**config.mk**
```make
export PLATFORM = sky130hd
export DESIGN_NAME = sram_bank_write_arbiter_flat
export DESIGN_NICKNAME = d
export VERILOG_FILES = /design/src/rtl/sram_bank_write_arbiter_if.sv /design/src/rtl/sram_bank_write_arbiter.sv /design/src/flat_wrapper.sv
export SDC_FILE = /design/constraint.sdc
export NUM_CORES = 1
export LEC_CHECK = 0
export ABC_AREA = 1
export CAP_MARGIN = 40
export CORE_ASPECT_RATIO = 2
export CORE_MARGIN = 1.5
export CORE_UTILIZATION = 28
export DETAILED_ROUTE_END_ITERATION = 8
export GPL_ROUTABILITY_DRIVEN = 0
export GPL_TIMING_DRIVEN = 0
export RECOVER_POWER = 50
export SLEW_MARGIN = 5
export SYNTH_ARGS = -nofsm -noshare
export SYNTH_HDL_FRONTEND = slang
export SYNTH_SLANG_ARGS = --single-unit
export TNS_END_PERCENT = 1
```
**constraint.sdc**
```tcl
create_clock -name clk -period 7.3 [get_ports clk]
set_clock_uncertainty 0.2 [all_clocks]
set_input_delay 1.825 -clock clk [delete_from_list [all_inputs] [get_ports clk]]
set_output_delay 1.825 -clock clk [all_outputs]
set_load 0.01 [all_outputs]
```
**src/rtl/sram_bank_write_arbiter_if.sv**
```systemverilog
// Lane-side write requests and bank-side registered write ports of the 4-bank data SRAM.
// The master modport is the lane/LSU side. The slave modport is the arbiter.
interface sram_bank_write_arbiter_if #(
  parameter int AW   = 14,
  parameter int DW   = 32,
  parameter int CNTW = 16
);
  logic [3:0]          req_valid;
  logic [4*AW-1:0]     req_addr;
  logic [4*DW-1:0]     req_wdata;
  logic [3:0]          req_ready;
  logic [3:0]          bank_we;
  logic [4*(AW-2)-1:0] bank_waddr;
  logic [4*DW-1:0]     bank_wdata;
  logic [CNTW-1:0]     conflict_cnt;
  logic                idle;

  modport master (
    output req_valid, req_addr, req_wdata,
    input  req_ready, bank_we, bank_waddr, bank_wdata, conflict_cnt, idle
  );

  modport slave (
    input  req_valid, req_addr, req_wdata,
    output req_ready, bank_we, bank_waddr, bank_wdata, conflict_cnt, idle
  );
endinterface

```
**src/rtl/sram_bank_write_arbiter.sv**
```systemverilog
// Per-bank round-robin write arbiter. Four lanes compete for four word-interleaved banks.
// The grant (req_ready) is combinational in the same cycle. Bank writes are registered one cycle later.
// Losing lanes stall on !req_ready. The banks never back-pressure.
module sram_bank_write_arbiter #(
  parameter int AW   = 14,
  parameter int DW   = 32,
  parameter int CNTW = 16
) (
  input logic                   clk,
  input logic                   rstn,
  sram_bank_write_arbiter_if.slave bus
);
  localparam int RW = AW - 2;

  logic [AW-1:0]   w_addr  [4];
  logic [DW-1:0]   w_wdata [4];
  logic [3:0]      w_cand  [4];
  logic [3:0]      w_gnt   [4];
  logic [1:0]      w_win   [4];
  logic [3:0]      w_ready_raw;
  logic [2:0]      w_stalls;
  logic [CNTW:0]   w_cnt_sum;

  logic [1:0]      r_ptr   [4];
  logic [3:0]      r_we;
  logic [RW-1:0]   r_waddr [4];
  logic [DW-1:0]   r_wdata [4];
  logic [CNTW-1:0] r_cnt;

  for (genvar i = 0; i < 4; i++) begin : g_lane
    assign w_addr[i]  = bus.req_addr[i*AW +: AW];
    assign w_wdata[i] = bus.req_wdata[i*DW +: DW];
    for (genvar b = 0; b < 4; b++) begin : g_cand
      assign w_cand[b][i] = bus.req_valid[i] & (w_addr[i][1:0] == 2'(b));
    end
  end

  // Search order per bank starts at ptr[b]. The first candidate found in that order wins.
  always_comb begin
    for (int b = 0; b < 4; b++) begin
      w_gnt[b] = '0;
      w_win[b] = '0;
      for (int k = 3; k >= 0; k--) begin
        if (w_cand[b][2'(int'(r_ptr[b]) + k)]) begin
          w_gnt[b] = '0;
          w_gnt[b][2'(int'(r_ptr[b]) + k)] = 1'b1;
          w_win[b] = 2'(int'(r_ptr[b]) + k);
        end
      end
    end
  end

  assign w_ready_raw   = w_gnt[0] | w_gnt[1] | w_gnt[2] | w_gnt[3];
  assign bus.req_ready = rstn ? w_ready_raw : 4'b0000;

  always_comb begin
    w_stalls = '0;
    for (int i = 0; i < 4; i++) begin
      w_stalls = w_stalls + 3'(bus.req_valid[i] & ~bus.req_ready[i]);
    end
  end

  assign w_cnt_sum = {1'b0, r_cnt} + (CNTW+1)'(w_stalls);

  always_ff @(posedge clk or negedge rstn) begin
    if (!rstn) begin
      r_we  <= '0;
      r_cnt <= '0;
      for (int b = 0; b < 4; b++) begin
        r_ptr[b]   <= '0;
        r_waddr[b] <= '0;
        r_wdata[b] <= '0;
      end
    end else begin
      r_cnt <= w_cnt_sum[CNTW] ? {CNTW{1'b1}} : w_cnt_sum[CNTW-1:0];
      for (int b = 0; b < 4; b++) begin
        r_we[b] <= |w_cand[b];
        if (|w_cand[b]) begin
          r_waddr[b] <= w_addr[w_win[b]][AW-1:2];
          r_wdata[b] <= w_wdata[w_win[b]];
          r_ptr[b]   <= w_win[b] + 2'd1;
        end
      end
    end
  end

  for (genvar b = 0; b < 4; b++) begin : g_bank
    assign bus.bank_waddr[b*RW +: RW] = r_waddr[b];
    assign bus.bank_wdata[b*DW +: DW] = r_wdata[b];
  end

  assign bus.bank_we      = r_we;
  assign bus.conflict_cnt = r_cnt;
  assign bus.idle         = ~|bus.req_valid & ~|r_we;
endmodule
```
**src/flat_wrapper.sv**
```systemverilog
// flat-port wrapper written by rule: the top's interface ports become plain ports
module sram_bank_write_arbiter_flat 
#(
  parameter int AW   = 14,
  parameter int DW   = 32,
  parameter int CNTW = 16
)
  (clk, rstn, bus_req_valid, bus_req_addr, bus_req_wdata, bus_req_ready, bus_bank_we, bus_bank_waddr, bus_bank_wdata, bus_conflict_cnt, bus_idle);
  sram_bank_write_arbiter_if #(.AW(AW), .DW(DW), .CNTW(CNTW)) bus_i ();
  input logic clk;
  input logic rstn;
  input wire logic [$bits(bus_i.req_valid)-1:0] bus_req_valid;
  input wire logic [$bits(bus_i.req_addr)-1:0] bus_req_addr;
  input wire logic [$bits(bus_i.req_wdata)-1:0] bus_req_wdata;
  output wire logic [$bits(bus_i.req_ready)-1:0] bus_req_ready;
  output wire logic [$bits(bus_i.bank_we)-1:0] bus_bank_we;
  output wire logic [$bits(bus_i.bank_waddr)-1:0] bus_bank_waddr;
  output wire logic [$bits(bus_i.bank_wdata)-1:0] bus_bank_wdata;
  output wire logic [$bits(bus_i.conflict_cnt)-1:0] bus_conflict_cnt;
  output wire logic [$bits(bus_i.idle)-1:0] bus_idle;
  assign bus_i.req_valid = bus_req_valid;
  assign bus_i.req_addr = bus_req_addr;
  assign bus_i.req_wdata = bus_req_wdata;
  assign bus_req_ready = bus_i.req_ready;
  assign bus_bank_we = bus_i.bank_we;
  assign bus_bank_waddr = bus_i.bank_waddr;
  assign bus_bank_wdata = bus_i.bank_wdata;
  assign bus_conflict_cnt = bus_i.conflict_cnt;
  assign bus_idle = bus_i.idle;
  sram_bank_write_arbiter #(.AW(AW), .DW(DW), .CNTW(CNTW)) u_core (.clk(clk), .rstn(rstn), .bus(bus_i));
endmodule
```
# ---- After elaboration in Yosys (flattened, before gate mapping)
# Cells that the tools add are included.
dict set report op_classes {
  addsub 20
  mux 138
  eq_ne 12
  reduce_logical 28
  magnitude_cmp 36
  bitwise_logic 32
}
# operator count
set op_table {}
lappend op_table {{$bmux 32 s2} 4}
lappend op_table {{$mux 32} 8}
lappend op_table {{$bmux 14 s2} 4}
lappend op_table {{$mux 14} 8}
lappend op_table {{$mux 4} 17}
lappend op_table {{$lt 2x4->1 const B} 16}
lappend op_table {{$mux 1} 48}
lappend op_table {{$bmux 1 s2} 16}
lappend op_table {{$demux 1 s2} 16}
lappend op_table {{$ge 2x1->1 const B} 16}
lappend op_table {{$mux 2} 16}
lappend op_table {{$reduce_or 4->1} 6}
lappend op_table {{$add 16x3->17} 1}
lappend op_table {{$and 1x1->1} 17}
lappend op_table {{$add 2x1->2 const B} 8}
lappend op_table {{$add 2x2->2 const B} 8}
lappend op_table {{$eq 2x2->1 const B} 8}
lappend op_table {{$logic_and 1x1->1} 16}
lappend op_table {{$mux 16} 1}
lappend op_table {{$and 1x3->3} 4}
lappend op_table {{$ge 3x3->1 const B} 4}
lappend op_table {{$not 1->3} 4}
lappend op_table {{$not 2->3} 4}
lappend op_table {{$or 4x4->4} 3}
lappend op_table {{other kinds (4)} 13}
dict set report totals {
  word_cells 280
  input_bits 190
  ff_bits 204
}

# ---- Longest topological paths before layout
dict set report depth {
  ltp_word 20
  depth_mapped 32
}

# ---- Worst setup path before layout
# Ideal clock, no wire load.
dict set report synth_timing {
  kind {input port to flip-flop}
  startpoint {in bus_req_valid[0]}
  endpoint {reg u_core.r_cnt[15] (netlist: u_core.bus.conflict_cnt[15])}
  slack_ps 1300
  cell_stages 29
  setup_ps 77
  required_ps 7023
  arrival_time_ps 5723
  cell_sequence {buf_2 -> nand3_1 -> nand2_1 -> nand3_1 -> nand2_1 -> nor2_1 -> nand2_1 -> nand3_1 -> nand2_1 -> nand2_1 -> nor2_1 -> nor2_1 -> nor2_1 -> fa_1 -> ha_1 -> ha_1 -> inv_1 -> fa_1 -> nor2_1 -> nor2_1 -> nor3_1 -> nand2_1 -> nor2_1 -> nand2_1 -> inv_1 -> nand2_1 -> nor2_1 -> nor2_1 -> a21oi_1}
}
dict set report synth_between {
  elab_chain_cells 19
  word_cells_on_any_way 85
}
# item line_no
set synth_lines {}
lappend synth_lines {{from (decl)} flat_wrapper.sv:12} ;# input wire logic [$bits(bus_i.req_valid)-1:0] bus_req_valid;
lappend synth_lines {{$and 1x1->1} sram_bank_write_arbiter.sv:34} ;# assign w_cand[b][i] = bus.req_valid[i] & (w_addr[i][1:0] == 2'(b));
lappend synth_lines {{$bmux 1 s2} sram_bank_write_arbiter.sv:44} ;# if (w_cand[b][2'(int'(r_ptr[b]) + k)]) begin
lappend synth_lines {{$mux 1 (not written as such) (2 in series)} sram_bank_write_arbiter.sv:44}
lappend synth_lines {{$mux 4 (4 in series)} sram_bank_write_arbiter.sv:44}
lappend synth_lines {{$or 4x4->4 (2 in series)} sram_bank_write_arbiter.sv:53} ;# assign w_ready_raw = w_gnt[0] | w_gnt[1] | w_gnt[2] | w_gnt[3];
lappend synth_lines {{$or 4x4->4 (*)} sram_bank_write_arbiter.sv:53}
lappend synth_lines {{$mux 4 (*)} sram_bank_write_arbiter.sv:54} ;# assign bus.req_ready = rstn ? w_ready_raw : 4'b0000;
lappend synth_lines {{net bus_req_ready[0]} flat_wrapper.sv:15} ;# output wire logic [$bits(bus_i.req_ready)-1:0] bus_req_ready;
lappend synth_lines {{$not 1->3 (*)} sram_bank_write_arbiter.sv:59} ;# w_stalls = w_stalls + 3'(bus.req_valid[i] & ~bus.req_ready[i]);
lappend synth_lines {{$and 1x3->3 (*)} sram_bank_write_arbiter.sv:59}
lappend synth_lines {{$add 3x3->3 (*) (3 in series)} sram_bank_write_arbiter.sv:59}
lappend synth_lines {{$add 16x3->17 (*)} sram_bank_write_arbiter.sv:63} ;# assign w_cnt_sum = {1'b0, r_cnt} + (CNTW+1)'(w_stalls);
lappend synth_lines {{$mux 16 (*)} sram_bank_write_arbiter.sv:75} ;# r_cnt <= w_cnt_sum[CNTW] ? {CNTW{1'b1}} : w_cnt_sum[CNTW-1:0];
lappend synth_lines {{to (signal assigned)} sram_bank_write_arbiter.sv:75}
lappend synth_lines {{to (decl)} sram_bank_write_arbiter.sv:28} ;# logic [CNTW-1:0] r_cnt;
# Mark *: on every way through the listed nets, which the timed path passes. The rest lies on a longest branch. The select of a mux whose other input is x is not followed.
# A chain may end at the register's enable or synchronous reset.

# ---- Worst setup path after layout
dict set report layout_timing {
  startpoint {in bus_req_addr[1]}
  endpoint {reg u_core.r_cnt[11] (netlist: u_core.bus.conflict_cnt[11])}
}
dict set report layout_between {
  elab_chain_cells 20
  word_cells_on_any_way 89
}
# item line_no
set layout_lines {}
lappend layout_lines {{from (decl)} flat_wrapper.sv:13} ;# input wire logic [$bits(bus_i.req_addr)-1:0] bus_req_addr;
lappend layout_lines {{$eq 2x1->1 / $logic_not 2->1 (equally long branches)} sram_bank_write_arbiter.sv:34}
lappend layout_lines {{$and 1x1->1} sram_bank_write_arbiter.sv:34}
lappend layout_lines {{$bmux 1 s2} sram_bank_write_arbiter.sv:44}
lappend layout_lines {{$mux 1 (not written as such) (2 in series)} sram_bank_write_arbiter.sv:44}
lappend layout_lines {{$mux 4 (4 in series)} sram_bank_write_arbiter.sv:44}
lappend layout_lines {{$or 4x4->4 (2 in series)} sram_bank_write_arbiter.sv:53}
lappend layout_lines {{$or 4x4->4 (*)} sram_bank_write_arbiter.sv:53}
lappend layout_lines {{$mux 4 (*)} sram_bank_write_arbiter.sv:54}
lappend layout_lines {{$not 1->3} sram_bank_write_arbiter.sv:59}
lappend layout_lines {{$and 1x3->3} sram_bank_write_arbiter.sv:59}
lappend layout_lines {{$add 3x3->3 (2 in series)} sram_bank_write_arbiter.sv:59}
lappend layout_lines {{$add 3x3->3 (*)} sram_bank_write_arbiter.sv:59}
lappend layout_lines {{$add 16x3->17 (*)} sram_bank_write_arbiter.sv:63}
lappend layout_lines {{$mux 16 (*)} sram_bank_write_arbiter.sv:75}
# Every way passes the cells marked *; elsewhere a longest branch is shown, timed or not. The select of a mux whose other input is x is not followed.

==> results.cfg <==
[clock_tree]
cts_root_buffer = clkbuf_16
post_cts_resized = 0
clock-sinks = 204
cts_tree = built
hold_buffers = 0
post_cts.repair.setup_buffers = 0
h-tree-depth = 1
clock_latency_ns = 0.59
cts.path.max_buffers = 3
cts_buffers = 23
clkTransAtPathRegs_ns = 0.07

[global_routing]
groute.usage.overall = 0.299
antenna_found_initial = 23
grt_start_max_net_pins = 105
first_global_vias = 21300
grt_first_pass_wirelength_um = 136000
grt-ovfl-total = 0

[critical_path]
worst-path-max-fanout = 6
arrival_ns = 7.11
end_kind = flip-flop
crit_type = in2reg
cp_num_buf_inv = 6
slowest_stage = clkdlybuf4s50_1
startpoint_type = primary input
cpPeakStageDelay_ns = 0.59
required_ns = 7.61
path_delay_family = simple AND/OR/NAND/NOR gates
path_common_cell = nand2_1

[timing]
fmax_ghz = 0.147
worst_pin_slew_ns = 0.944
relSlewSlack = 0.371
finalSetupViolCount = 0
rsz0062_at_grt = false
drv_slew = 0
hold_viol = 0
setup_tns_ns = 0
period_minus_slack_ns = 6.80
finalCritPeriodShare = 0.932

[yosys]
synth-edff-count = 0
async_reset_ff_frac = 1.00
ys.warnings.count = 0
netlist_instances = 2804
ys_seq_elements = 204
postSynthAreaPerCell_um2 = 5.95
ys_types = 36
syn_area_um2 = 16700
yosys_most_used_dff = dfrtp_1
syn-num-nets = 3031
synth_seq_area_share = 0.306

[routing]
drtIter0Drc = 2077
wl_um = 93200
drc = 0
vias = 21500
dr.pass1.iters = 6
avgViaCountPerCell = 5.38
wl_per_cell_um = 23.3
ant_nets = 0

[outcome]
status = finished clean

[floorplanning]
floorplan.initialDensity = 0.283
rows = 126
core_area_um2 = 59000
die_w_um = 176
die_height_um = 348
ios = 391
dieArea_um2 = 61200

[layout]
nets = 3446
fin_area_um2 = 22300
nFillCells = 6574
regArea_um2 = 5100
multiInputGateArea_um2 = 9810
area_growth_pct = 33.8
drive_gt1_frac = 0.0495

[placed_design]
portBuffers = 387
dp.final_hpwl_um = 72000
postPlaceCellArea_um2 = 21600

[power_and_ir_drop]
peakVddDrop_v = 0.000345
p_per_area_nw_per_um2 = 638
leakagePower_nw = 11.6

[flow_run]
maxCapViolations = 0

[min_path]
min_path_type = reg2reg
metal layers:
metal  wire (um)  up-vias  global-route usage
met4        7300       36               0.204
met2       44800     1253               0.515
met5         231        -                   0
met3        9110      388              0.0837
met1       31800     9974               0.314
li1            -     9880                   -
synth_stat cells (all sizes together) (2+ instances only):
cell type	n	area share
clkbuf	62	0.014
clkinv	2	0.00045
nor2	61	0.014
nand4	19	0.0071
xor2	2	0.0010
nand2	1090	0.25
or2	5	0.0019
nand3	889	0.27
dfrtp	204	0.31
o21ai	26	0.0096
xnor2	2	0.0010
a21boi	2	0.0011
nor3	9	0.0027
fa	2	0.0024
a21oi	10	0.0030
buf	122	0.036
inv	255	0.057
ha	35	0.026
worst min-delay path, cell delays in order (launching register included):
cell and delay, ns:
dfrtp_1 0.34, nand2_1 0.05, nand2_1 0.05
cells in the final DEF (no fill, tap or decap), types with 2 or more instances in the layout:
master              n
nand3_1           887
nand2_1          1081
buf_16              2
buf_1              38
nand3_2             2
nand4_1            19
clkinv_2            2
xnor2_1             2
buf_2              72
o21ai_0            17
xor2_1              2
inv_2              14
inv_6               3
fa_1                2
a21oi_1            10
clkbuf_16          23
nor2_1             60
clkinv_1            2
buf_4              11
inv_1             241
clkbuf_1           66
o21ai_1             5
clkdlybuf4s50_1   285
nand2_2             9
diode_2             4
ha_1               35
dlygate4sd3_1     100
clkbuf_8            3
or2_2               5
o21ai_4             2
clkinvlp_4          2
nor3_1              8
dfrtp_1           204
o21ai_2             2
metrics by stage:
step,power [W],std cells,setup WS (ns),util,hold slack [ns]
finish,0.0142,4004,0.495,0.379,0.274
floorplan,0.00837,2804,1.30,-,0.315
global placement,0.0128,3959,-7.11,0.365,0.262
global route,0.0152,4000,0.0748,0.379,0.293
detailed placement,0.0129,3962,-0.0680,0.367,0.264
CTS,0.0141,4000,0.460,0.379,0.281
area by class of cell:
type,instances,share of cell area
clock inverters,9,0.00403
diodes,4,0.000448
plain buffers,184,0.0371
flip-flops and latches,204,0.229
multi-input cells,2159,0.439
repair buffers,390,0.176
inverters,257,0.0432
clock buffers,29,0.0281
well taps,768,0.0430
flip-flops by register name (all words and copies together), names as in the netlist:
name	count
u_core.bus.bank_waddr	48
u_core.r_ptr	8
u_core.bus.bank_we	4
u_core.bus.conflict_cnt	16
u_core.bus.bank_wdata	128
where the power goes:
group / switching (W) / internal [W]
Sequential: 0.000374 / 0.00170
Clock: 0.000553 / 0.000646
Combinational: 0.00750 / 0.00348
Total: 0.00843 / 0.00582
final timing paths:
| check | slack [ns] | startpoint | depth (start not counted) | to |
|---|---|---|---|---|
| worst max-delay path | 0.50 | bus_req_addr[1] | 30 | u_core.bus.conflict_cnt[11] |
| worst min-delay path | 0.27 | u_core.bus.bank_wdata[75] | 2 | u_core.bus.bank_wdata[75] |
| worst max register to register | 1.50 | u_core.r_ptr[7] | 28 | u_core.bus.conflict_cnt[11] |
| worst min register to register | 0.27 | u_core.bus.bank_wdata[75] | 2 | u_core.bus.bank_wdata[75] |
| max in group asynchronous | 4.68 | rstn | 3 | u_core.bus.bank_waddr[8] |
| min in group asynchronous | 0.89 | rstn | 1 | u_core.bus.bank_wdata[90] |
logic make-up (layout without fill, tap and decap cells):
kind of cell               count (synthesis)  in the layout  share of synthesized area
xor gates and xnor gates                   4              4                    0.00210
and+or+nand+nor                         2077           2077                      0.541
AOI/OAI and AO/OA                         41             41                     0.0151
adders and majority gates                 37             37                     0.0286
other                                      0              4                          0
DFF                                      204            204                      0.306
buffers and inverters                    441            869                      0.107
Power figures use the tool's default switching activity.
